**config.mk**
```make
export PLATFORM = sky130hd
export DESIGN_NAME = mux4_arbiter
export DESIGN_NICKNAME = d
export VERILOG_FILES = /design/src/rtl/mux4_arbiter.sv
export SDC_FILE = /design/constraint.sdc
export NUM_CORES = 1
export LEC_CHECK = 0
export ABC_AREA = 1
export CORE_ASPECT_RATIO = 1.25
export CORE_MARGIN = 2
export CORE_UTILIZATION = 35
export CTS_BUF_LIST = sky130_fd_sc_hd__clkbuf_16
export CTS_CLUSTER_DIAMETER = 50
export DETAILED_ROUTE_END_ITERATION = 8
export GPL_TIMING_DRIVEN = 0
export PLACE_DENSITY = 0.61
export RECOVER_POWER = 25
export SYNTH_ARGS = -nofsm -noshare
export SYNTH_HDL_FRONTEND = slang
export SYNTH_SLANG_ARGS = --single-unit
```
**constraint.sdc**
```tcl
create_clock -name clk -period 2.8 [get_ports clk]
set_clock_uncertainty 0.05 [all_clocks]
set_input_delay 0.42 -clock clk [delete_from_list [all_inputs] [get_ports clk]]
set_output_delay 0.42 -clock clk [all_outputs]
set_load 0.02 [all_outputs]
```
**src/rtl/mux4_arbiter.sv**
```systemverilog
// Round-robin arbiter for four requesters sharing one mux-steered port.
// Registered one-hot grant, mux select and busy flag, with an optional per-owner hold limit.
module mux4_arbiter #(
  parameter int unsigned MAX_HOLD = 16,
  parameter int unsigned HOLD_W   = 5
) (
  input  logic       clk,
  input  logic       reset,
  input  logic [3:0] req,
  output logic [3:0] gnt,
  output logic [1:0] sel,
  output logic       busy
);

  localparam int unsigned HOLD_LAST = (MAX_HOLD == 0) ? 0 : MAX_HOLD - 1;
  localparam bit          HOLD_EN   = (MAX_HOLD != 0);

  typedef enum logic {
    IDLE  = 1'b0,
    GRANT = 1'b1
  } state_e;

  state_e            state_q, state_d;
  logic [3:0]        gnt_q, gnt_d;
  logic [1:0]        sel_q, sel_d;
  logic              busy_q, busy_d;
  logic [1:0]        ptr_q, ptr_d;
  logic [HOLD_W-1:0] hold_q, hold_d;

  logic [3:0] owner_mask;
  logic [3:0] others;
  logic [3:0] cand;
  logic       owner_req;
  logic       hold_hit;
  logic       release_grant;
  logic       arbitrate;
  logic       win_found;
  logic [1:0] win_idx;
  logic [1:0] scan_idx;

  always_ff @(posedge clk or posedge reset) begin
    if (reset) begin
      state_q <= IDLE;
      gnt_q   <= 4'b0000;
      sel_q   <= 2'd0;
      busy_q  <= 1'b0;
      ptr_q   <= 2'd0;
      hold_q  <= '0;
    end else begin
      state_q <= state_d;
      gnt_q   <= gnt_d;
      sel_q   <= sel_d;
      busy_q  <= busy_d;
      ptr_q   <= ptr_d;
      hold_q  <= hold_d;
    end
  end

  always_comb begin
    state_d   = state_q;
    gnt_d     = gnt_q;
    sel_d     = sel_q;
    busy_d    = busy_q;
    ptr_d     = ptr_q;
    hold_d    = hold_q;
    win_found = 1'b0;
    win_idx   = ptr_q;
    scan_idx  = ptr_q;

    owner_mask    = 4'b0001 << sel_q;
    others        = req & ~owner_mask;
    owner_req     = req[sel_q];
    hold_hit      = HOLD_EN && (hold_q == HOLD_W'(HOLD_LAST));
    release_grant = !owner_req || hold_hit;
    arbitrate     = (state_q == IDLE) || release_grant;

    // A hold-limit expiry hands over only when someone else is waiting
    cand = req;
    if ((state_q == GRANT) && owner_req && hold_hit && (|others)) begin
      cand = others;
    end

    for (int i = 0; i < 4; i++) begin
      scan_idx = ptr_q + 2'(i);
      if (!win_found && cand[scan_idx]) begin
        win_found = 1'b1;
        win_idx   = scan_idx;
      end
    end

    if (arbitrate) begin
      if (win_found) begin
        state_d = GRANT;
        gnt_d   = 4'b0001 << win_idx;
        sel_d   = win_idx;
        busy_d  = 1'b1;
        ptr_d   = win_idx + 2'd1;
        hold_d  = '0;
      end else begin
        state_d = IDLE;
        gnt_d   = 4'b0000;
        busy_d  = 1'b0;
      end
    end else begin
      hold_d = hold_q + HOLD_W'(1);
    end
  end

  assign gnt  = gnt_q;
  assign sel  = sel_q;
  assign busy = busy_q;

endmodule

```
* Word level (Yosys, flattened, before mapping)
Index checks and enable logic that the tools add are counted.
Storage, ports and cells: output and inout bits 7, register bits 14, input bits 6
Operators by class: reduce and logical (&&, ||, !) cells 14, bitwise logic cells 3, multiplexer cells 22, add/subtract/negate cells 5, magnitude comparators 5, equality and inequality tests 2, shifts and indexed selects 2
Operator list (count):
- 2-bit by 3-bit less-than comparator with 1-bit output (second input constant) | 5
- 1-bit binary-select mux with 2-bit select | 5
- 1-bit 2-to-1 mux | 10
- 5-bit 2-to-1 mux | 2
- 4-bit 2-to-1 mux | 2
- 1-bit by 2-bit left shift with 4-bit output (first input constant) | 2
- 1-bit logical AND | 6
- 2-bit 2-to-1 mux | 3
- 5-bit by 1-bit adder with 5-bit output (second input constant) | 1
- 5-bit by 4-bit equality test with 1-bit output (second input constant) | 1
- 2-bit by 1-bit adder with 2-bit output (second input constant) | 2
- 2-bit adder (second input constant) | 2
- 4-bit AND | 1
- 1-bit zero test | 4
- 4-bit inverter | 1
- 4-bit OR reduction | 1
- 1-bit logical OR | 2
- 2-bit by 1-bit inequality test with 1-bit output (second input constant) | 1
- 2-bit AND reduction | 1
- 1-bit inverter | 1

* Logic depth before layout (Yosys ltp)
Gate-level depths: netlist of run 1.
word-level depth 20, depth in mapped cells 22, depth with buffers taken out 22

* Worst setup path before layout of run 1
OpenSTA, ideal clock, no wires.
path kind register to register, from register hold_q[0], to register ptr_q[1], period minus slack after synthesis 2.439 ns, data arrival time 2.267 ns, slack 0.361 ns, cell stages (with the launch flop) 21, required time 2.628 ns, path buffers 0, cell sequence dfrtp_1 -> ha_1 -> nand2_1 -> nor2_1 -> ha_1 -> inv_1 -> nor2_2 -> nand2_2 -> nand2_1 -> nand3_1 -> nand2_1 -> nand2_2 -> a21oi_4 -> nand2_4 -> nor2_2 -> nand2_1 -> nand2_2 -> inv_1 -> ha_1 -> nand2_1 -> o21ai_1
On the way: longest elaborated chain between the ends 17, elaborated cells on any way between the ends 29, those cells by class add/sub (1); eq/ne (1); mux (16); reduce/logical (11)
Ends and longest elaborated chain:
- start, declared | RTL line 28 | logic [HOLD_W-1:0] hold_q, hold_d;
- start signal, assigned | RTL line 55 | hold_q <= hold_d;
- 5-bit by 4-bit equality test with 1-bit output * | RTL line 73 | hold_hit = HOLD_EN && (hold_q == HOLD_W'(HOLD_LAST));
- 1-bit logical AND * (2 in series) | RTL line 79 | if ((state_q == GRANT) && owner_req && hold_hit && (|others)) begin
- 4-bit 2-to-1 mux * | RTL line 79
- 1-bit binary-select mux with 2-bit select | RTL line 85 | if (!win_found && cand[scan_idx]) begin
- 1-bit 2-to-1 mux (implied by the code) | RTL line 85
- 1-bit 2-to-1 mux | RTL line 85
- 1-bit zero test | RTL line 85
- 1-bit logical AND | RTL line 85
- 1-bit 2-to-1 mux | RTL line 85
- 1-bit zero test | RTL line 85
- 1-bit logical AND | RTL line 85
- 1-bit 2-to-1 mux | RTL line 85
- 1-bit zero test | RTL line 85
- 1-bit logical AND | RTL line 85
- 2-bit 2-to-1 mux * | RTL line 85
- named net win_idx[0] | RTL line 38 | logic [1:0] win_idx;
- 2-bit by 1-bit adder with 2-bit output * | RTL line 97 | ptr_d = win_idx + 2'd1;
- end signal, assigned | RTL line 54 | ptr_q <= ptr_d;
- end, declared | RTL line 27 | logic [1:0] ptr_q, ptr_d;
The timed path passes the listed nets; every way through them passes the cells marked *. The select of a mux whose other input is x is not followed. A chain may end at the register's enable or synchronous reset.

* Worst setup path after layout of run 1
Same ends and word-level chain as after synthesis.

==> impl_metrics.ini, run 1 <==
[synthesis]
syn_area_sq_um = 1044
syn_nets = 157
yosys_warnings = 0
syn-instance-count = 145
ys_seq_area_share_pct = 33.57
ys_seq_elements = 14
syn-mean-instance-area_sq_um = 7.197
synth_cell_types = 23

[drt]
viasPerCell = 4.926
wire_per_inst_um = 11.79
drc_errors = 0
routed_wl_um = 2393
dr.first_iter.drc_count = 14
postRouteAntennaNets = 0
first_pass_iters = 4
vias = 1000

[sta]
final_hold_viol_count = 0
max-slew-margin-rel_pct = 64.55
tightest_slew_ns = 0.5312
setup_ws_ns = 0.1787
setup_viol = 0
min_period_ns = 2.621
period_share_pct = 93.62
maxSlewViolCount = 0
max_freq_mhz = 381.5

[grt]
grt_pass1_vias = 966
grt_overflow = 0
grt_pass1_wl_um = 3781
track_usage_pct = 14.65
grt_max_degree = 15
grt_antenna_before_repair = 0

[placed_design]
gp_congestion = 0.8111
pre_cts_ws_ns = -0.1579
numPortBuffers = 12
dp_cells = 193
dp_hpwl_um = 1644

[layout]
layout_common_cells = nand2_1, nand2_2, dfrtp_1
layout_commonest_cell = nand2_1
layoutNonFillerInstCount = 203
drive_gt1_share_pct = 34.73
syn2layout_area_growth_pct = 41.25
antennaDiodeCount = 0
nets = 180

[setup_path]
crit_chain = ha_2 -> nand2_1 -> nor2_2 -> ha_2 -> inv_1 -> nor2_2 -> nand2_2 -> nand2_2 -> nand3_2 -> nand2_2 -> nand2_4 -> a21oi_4 -> nand2_4 -> nor2_4 -> nand2_2 -> nand2_2 -> inv_2 -> ha_4 -> nand2_1 -> o21ai_1
crit_arrival_ns = 2.70
cp_max_fo = 4
cpMostUsedCell = nand2_2
cpMaxStageDelayCell = dfrtp_1
crit_type = register to register
end_kind = register
path_delay_family = simple AND/OR/NAND/NOR gates
crit_required_ns = 2.87
cp_num_buf_inv = 2
max_stage_delay_ns = 0.37
worst_setup_path_start_kind = register

[power]
seqPwrFrac_pct = 18.3
peakVddDrop_uv = 603.5
comb_power_share_pct = 67.5
switching_share_pct = 49.47
clkPwrFrac_pct = 14.3
p_switching_w = 0.0009468
p_leak_nw = 0.7702
total_power_w = 0.001914
internal_power_w = 0.0009670
power.density_nw_per_um2 = 1298

[floorplanning]
initial_core_util_pct = 36.10
row_count = 22
fp.dieArea_sq_um = 3437
die_x_um = 52.84
die_h_um = 65.05
core_sq_um = 2890
ioPinCount = 13

[worst_hold_path]
hold_path_class = register to register

[clock_tree]
root_buffer = clkbuf_16
clock_sink_count = 14
cts-htree-levels = 1
tritoncts = built
clock_latency_ns = 0.24
clock_tree.buffer_depth = 2
path_clk_slew_ns = 0.05
numCtsBuffers = 3

[flow_run]
drv_cap = 0

[status]
outcome = completed
==> cells by family (layout without fill, tap and decap cells) <==
| family | count (synthesis) | after routing | share of synthesized area [%] |
|---|---|---|---|
| compound gates | 10 | 10 | 8.274 |
| xor+xnor | 3 | 3 | 2.518 |
| fa+ha+maj | 6 | 6 | 7.194 |
| buf+inv | 18 | 40 | 6.835 |
| flops | 14 | 14 | 33.57 |
| simple gates | 94 | 94 | 41.61 |
==> per-layer routing <==
metal,share of wire (%),vias up,global-route usage [%],routed length (um)
li1,-,510,-,-
met1,41,464,16.23,988
met2,53,22,26.09,1279
met3,3.8,4,2.995,90
met4,1.4,0,6.410,34
met5,0,-,0,0
==> state kept, by name (all words and copies together) (netlist names) <==
register  flops
gnt           4
busy          1
hold_q        5
ptr_q         2
sel           2
==> per-stage QoR <==
stage	hold slack (ns)	cell area, sq um	utilization (%)	setup TNS (ns)
after floorplan	0.2592	1044	-	0
after global placement	0.4187	1209	41.82	-0.2204
after detailed placement	0.4143	1209	41.82	-0.3343
after CTS	0.4328	1287	44.55	0
after global routing	0.4672	1474	51.00	-0.04683
final	0.4301	1474	51.00	0
==> worst reg2reg max path, delay by kind of cell, from the launching register on <==
kind	cells	cell delay (ns)
AO/OA/AOI/OAI	2	0.23
adder cells (fa/ha/maj)	3	0.57
buffers and inverters	2	0.11
AND/OR/NAND/NOR	13	1.17
flip-flops	1	0.37
==> power groups by stage <==
stage	combinational, W	clock [W]	sequential [W]
floorplan	0.000776	0	0.000387
global placement	0.00102	0	0.000346
detailed placement	0.00105	0	0.000352
CTS	0.00107	0.000274	0.000349
global route	0.00144	0.000291	0.000361
finish	0.00129	0.000273	0.000350
==> worst paths after layout <==
check / end / slack, ns / depth (start not counted) / from
setup / recovery: ptr_q[1] / 0.18 / 20 / hold_q[0]
hold / removal: gnt[0] / 0.43 / 2 / gnt[0]
setup reg to reg: ptr_q[1] / 0.18 / 20 / hold_q[0]
hold reg to reg: gnt[0] / 0.43 / 2 / gnt[0]
max in group asynchronous: sel[0] / 1.74 / 2 / reset
min in group asynchronous: gnt[0] / 0.60 / 2 / reset
==> final cells by class <==
cell class                 instances  area [sq um]
buffer                             1         5.005
clock buffer                       3         75.07
clock inverter                     1         3.754
fill                             288          1416
inverter                          17         66.31
multi-input combinational        113         753.2
sequential                        14         350.3
tap                               36         45.04
timing repair buffer              18         175.2
==> Yosys cell counts, drive strengths merged <==
| master | count | area share (%) |
|---|---|---|
| nor2 | 9 | 6.0 |
| nand3 | 22 | 11 |
| inv | 17 | 6.4 |
| xor2 | 1 | 0.84 |
| a21oi | 1 | 1.6 |
| ha | 6 | 7.2 |
| a22o | 1 | 0.84 |
| xnor2 | 2 | 1.7 |
| o21bai | 1 | 1.8 |
| o21ai | 4 | 2.3 |
| o22ai | 3 | 1.8 |
| buf | 1 | 0.48 |
| nand2 | 63 | 25 |
| dfrtp | 14 | 34 |
==> repair_timing <==
item / 4_1_cts / 5_1_grt
endpoints found under the setup margin: 0 / 4
hold endpoints to repair: 0 / 0
gates resized for setup: 0 / 38
buffers inserted: 0 / 6
hold buffers: 0 / 0
(Power assumes the default switching activity.)
==> run 2: changes to the inputs <==
--- a/config.mk
+++ b/config.mk
@@ -8,12 +8,12 @@
 export ABC_AREA = 1
 export CORE_ASPECT_RATIO = 1.25
 export CORE_MARGIN = 2
-export CORE_UTILIZATION = 35
+export CORE_UTILIZATION = 54
 export CTS_BUF_LIST = sky130_fd_sc_hd__clkbuf_16
 export CTS_CLUSTER_DIAMETER = 50
 export DETAILED_ROUTE_END_ITERATION = 8
 export GPL_TIMING_DRIVEN = 0
-export PLACE_DENSITY = 0.61
+export PLACE_DENSITY = 0.84
 export RECOVER_POWER = 25
 export SYNTH_ARGS = -nofsm -noshare
 export SYNTH_HDL_FRONTEND = slang
==> run 2 against run 1 <==
Effect of this change:
- count of clock-buffer cells in the layout did not move
- largest power group unchanged
- worst hold slack got worse by 0.00078 ns
- non-clock buffer count fell by 2
- clock power fell by 4%
- die area fell by 33%
- critical path depth did not move
- highest routed layer unchanged
- largest cell class unchanged
- sequential power rose by 2%
==> impl_metrics.ini, run 2 (synthesized netlist as in run 1, its figures left out) <==
[status]
outcome = completed

[layout]
finish.utilization_pct = 80.32
layoutNonFillerInstCount = 183
nets = 178
fillers = 112
seq_area_sq_um = 351.6
syn2layout_area_growth_pct = 37.53
final_area_sq_um = 1435
drive_gt1_share_pct = 34.76
multi_input_area_sq_um = 753.2
antennaDiodeCount = 0
largest_reg_flops = 5
layout_commonest_cell = nand2_1
largest_register = hold_q
layout_common_cells = nand2_1, nand2_2, nand3_1, dfrtp_1, inv_1

[floorplanning]
die_h_um = 53.15
die_x_um = 43.32
initial_core_util_pct = 58.40
row_count = 17
fp.dieArea_sq_um = 2302
core_sq_um = 1787
ioPinCount = 13

[placed_design]
dp_hpwl_um = 1648
numPortBuffers = 12
dp_cells = 176
dpl_cell_area_sq_um = 1187
gp_congestion = 0.8766

[sta]
final_hold_viol_count = 0
fin_setup_tns_ns = 0
setup_viol = 0
min_period_ns = 2.699
maxSlewViolCount = 0
max-slew-margin-rel_pct = 64.40
max_freq_mhz = 370.5
period_share_pct = 96.38
rsz0062_at_grt = yes
tightest_slew_ns = 0.5333

[clock_tree]
cts-htree-levels = 1
clock_sink_count = 14
tritoncts = built
numCtsBuffers = 3
clock_latency_ns = 0.24
path_clk_slew_ns = 0.04
root_buffer = clkbuf_16
clock_tree.buffer_depth = 2

[drt]
routed_wl_um = 2470
wire_per_inst_um = 13.50
postRouteAntennaNets = 0
first_pass_iters = 4
drc_errors = 0
vias = 1020
dr.first_iter.drc_count = 10
viasPerCell = 5.574

[power]
switching_share_pct = 49.53
p_switching_w = 0.0009728
seqPwrFrac_pct = 18.1
power.density_nw_per_um2 = 1369
comb_power_share_pct = 68.6
clkPwrFrac_pct = 13.3
peakVddDrop_uv = 913.1
p_leak_nw = 0.7505
internal_power_w = 0.0009914
total_power_w = 0.001964

[grt]
grt_pass1_wl_um = 3760
grt_pass1_vias = 940
grt_overflow = 0
grt_max_degree = 15
track_usage_pct = 21.53
grt_antenna_before_repair = 0

[setup_path]
rr_startpoint = hold_q[0]
timing.rr.end = ptr_q[1]
worst_setup_path_start_kind = register
crit_arrival_ns = 2.77
cp_max_fo = 4
reg2reg_slack_ns = 0.10
r2r_cells = 20
crit_type = register to register
end_kind = register
crit_required_ns = 2.87

[worst_hold_path]
hold_path_end = gnt[0]
hold_path_class = register to register
hp-start = gnt[0]
holdPathStages = 2

[flow_run]
drv_cap = 0
run 2: cell types whose count changed in the layout (fill, tap and decap cells not counted), sizes merged:
cell    delta
buf        -2
clkinv     -1
run 2: final cells by class:
cell class,instances,share of cell area [%]
buffer,1,0.3487
clock buffer,3,5.231
inverter,17,4.621
multi-input combinational,113,52.48
sequential,14,24.50
tap,19,1.656
timing repair buffer,16,11.16
run 2: worst max-delay path by stage:
| stage | startpoint | endpoint | slack [ns] | cells after the start |
|---|---|---|---|---|
| 2_1_floorplan | hold_q[0] | ptr_q[1] | 0.36 | 20 |
| 3_3_place_gp | req[3] | ptr_q[1] | -0.07 | 19 |
| 3_5_place_dp | req[1] | ptr_q[1] | -0.17 | 19 |
| 4_1_cts | req[1] | ptr_q[1] | 0.05 | 21 |
| 5_1_grt | hold_q[0] | ptr_q[1] | -0.04 | 20 |
| 6_report | hold_q[0] | ptr_q[1] | 0.10 | 20 |
run 2: power by group through the flow:
stage | Clock, W | Sequential [W] | Combinational [W]
floorplan | 0 | 0.000387 | 0.000776
global placement | 0 | 0.000345 | 0.00101
detailed placement | 0 | 0.000351 | 0.00105
CTS | 0.000262 | 0.000350 | 0.00107
global route | 0.000273 | 0.000364 | 0.00148
finish | 0.000261 | 0.000356 | 0.00135
run 2: timing repair:
item	CTS	global route
gates resized for setup	0	40
setup endpoints to repair	0	5
buffers inserted	0	4
hold buffers	0	0
run 2: per-layer routing:
layer | up-vias | part of all wire, % | track usage [%] | routed length [um]
li1 | 505 | - | - | -
met1 | 478 | 41 | 25.38 | 1023
met2 | 30 | 52 | 38.31 | 1295
met3 | 7 | 3.4 | 1.706 | 85
met4 | 0 | 2.6 | 11.62 | 65
met5 | - | 0 | 0 | 0
run 2: stage by stage:
step | setup slack, ns | hold WS [ns]
after floorplan | 0.3608 | 0.2592
after global placement | -0.07467 | 0.4169
after detailed placement | -0.1674 | 0.4149
after CTS | 0.04814 | 0.4350
after global routing | -0.04493 | 0.4558
final | 0.1013 | 0.4293
run 2: critical path, cell delays in order (launching register included):
cell and delay [ns]:
dfrtp_1 0.39, ha_2 0.21, nand2_2 0.05, nor2_2 0.11
ha_2 0.18, inv_2 0.04, nor2_2 0.08, nand2_2 0.12
nand2_2 0.09, nand3_1 0.09, nand2_1 0.13, nand2_2 0.09
a21oi_4 0.18, nand2_4 0.09, nor2_2 0.10, nand2_1 0.07
nand2_2 0.10, inv_2 0.06, ha_4 0.23, nand2_2 0.06
o21ai_1 0.06
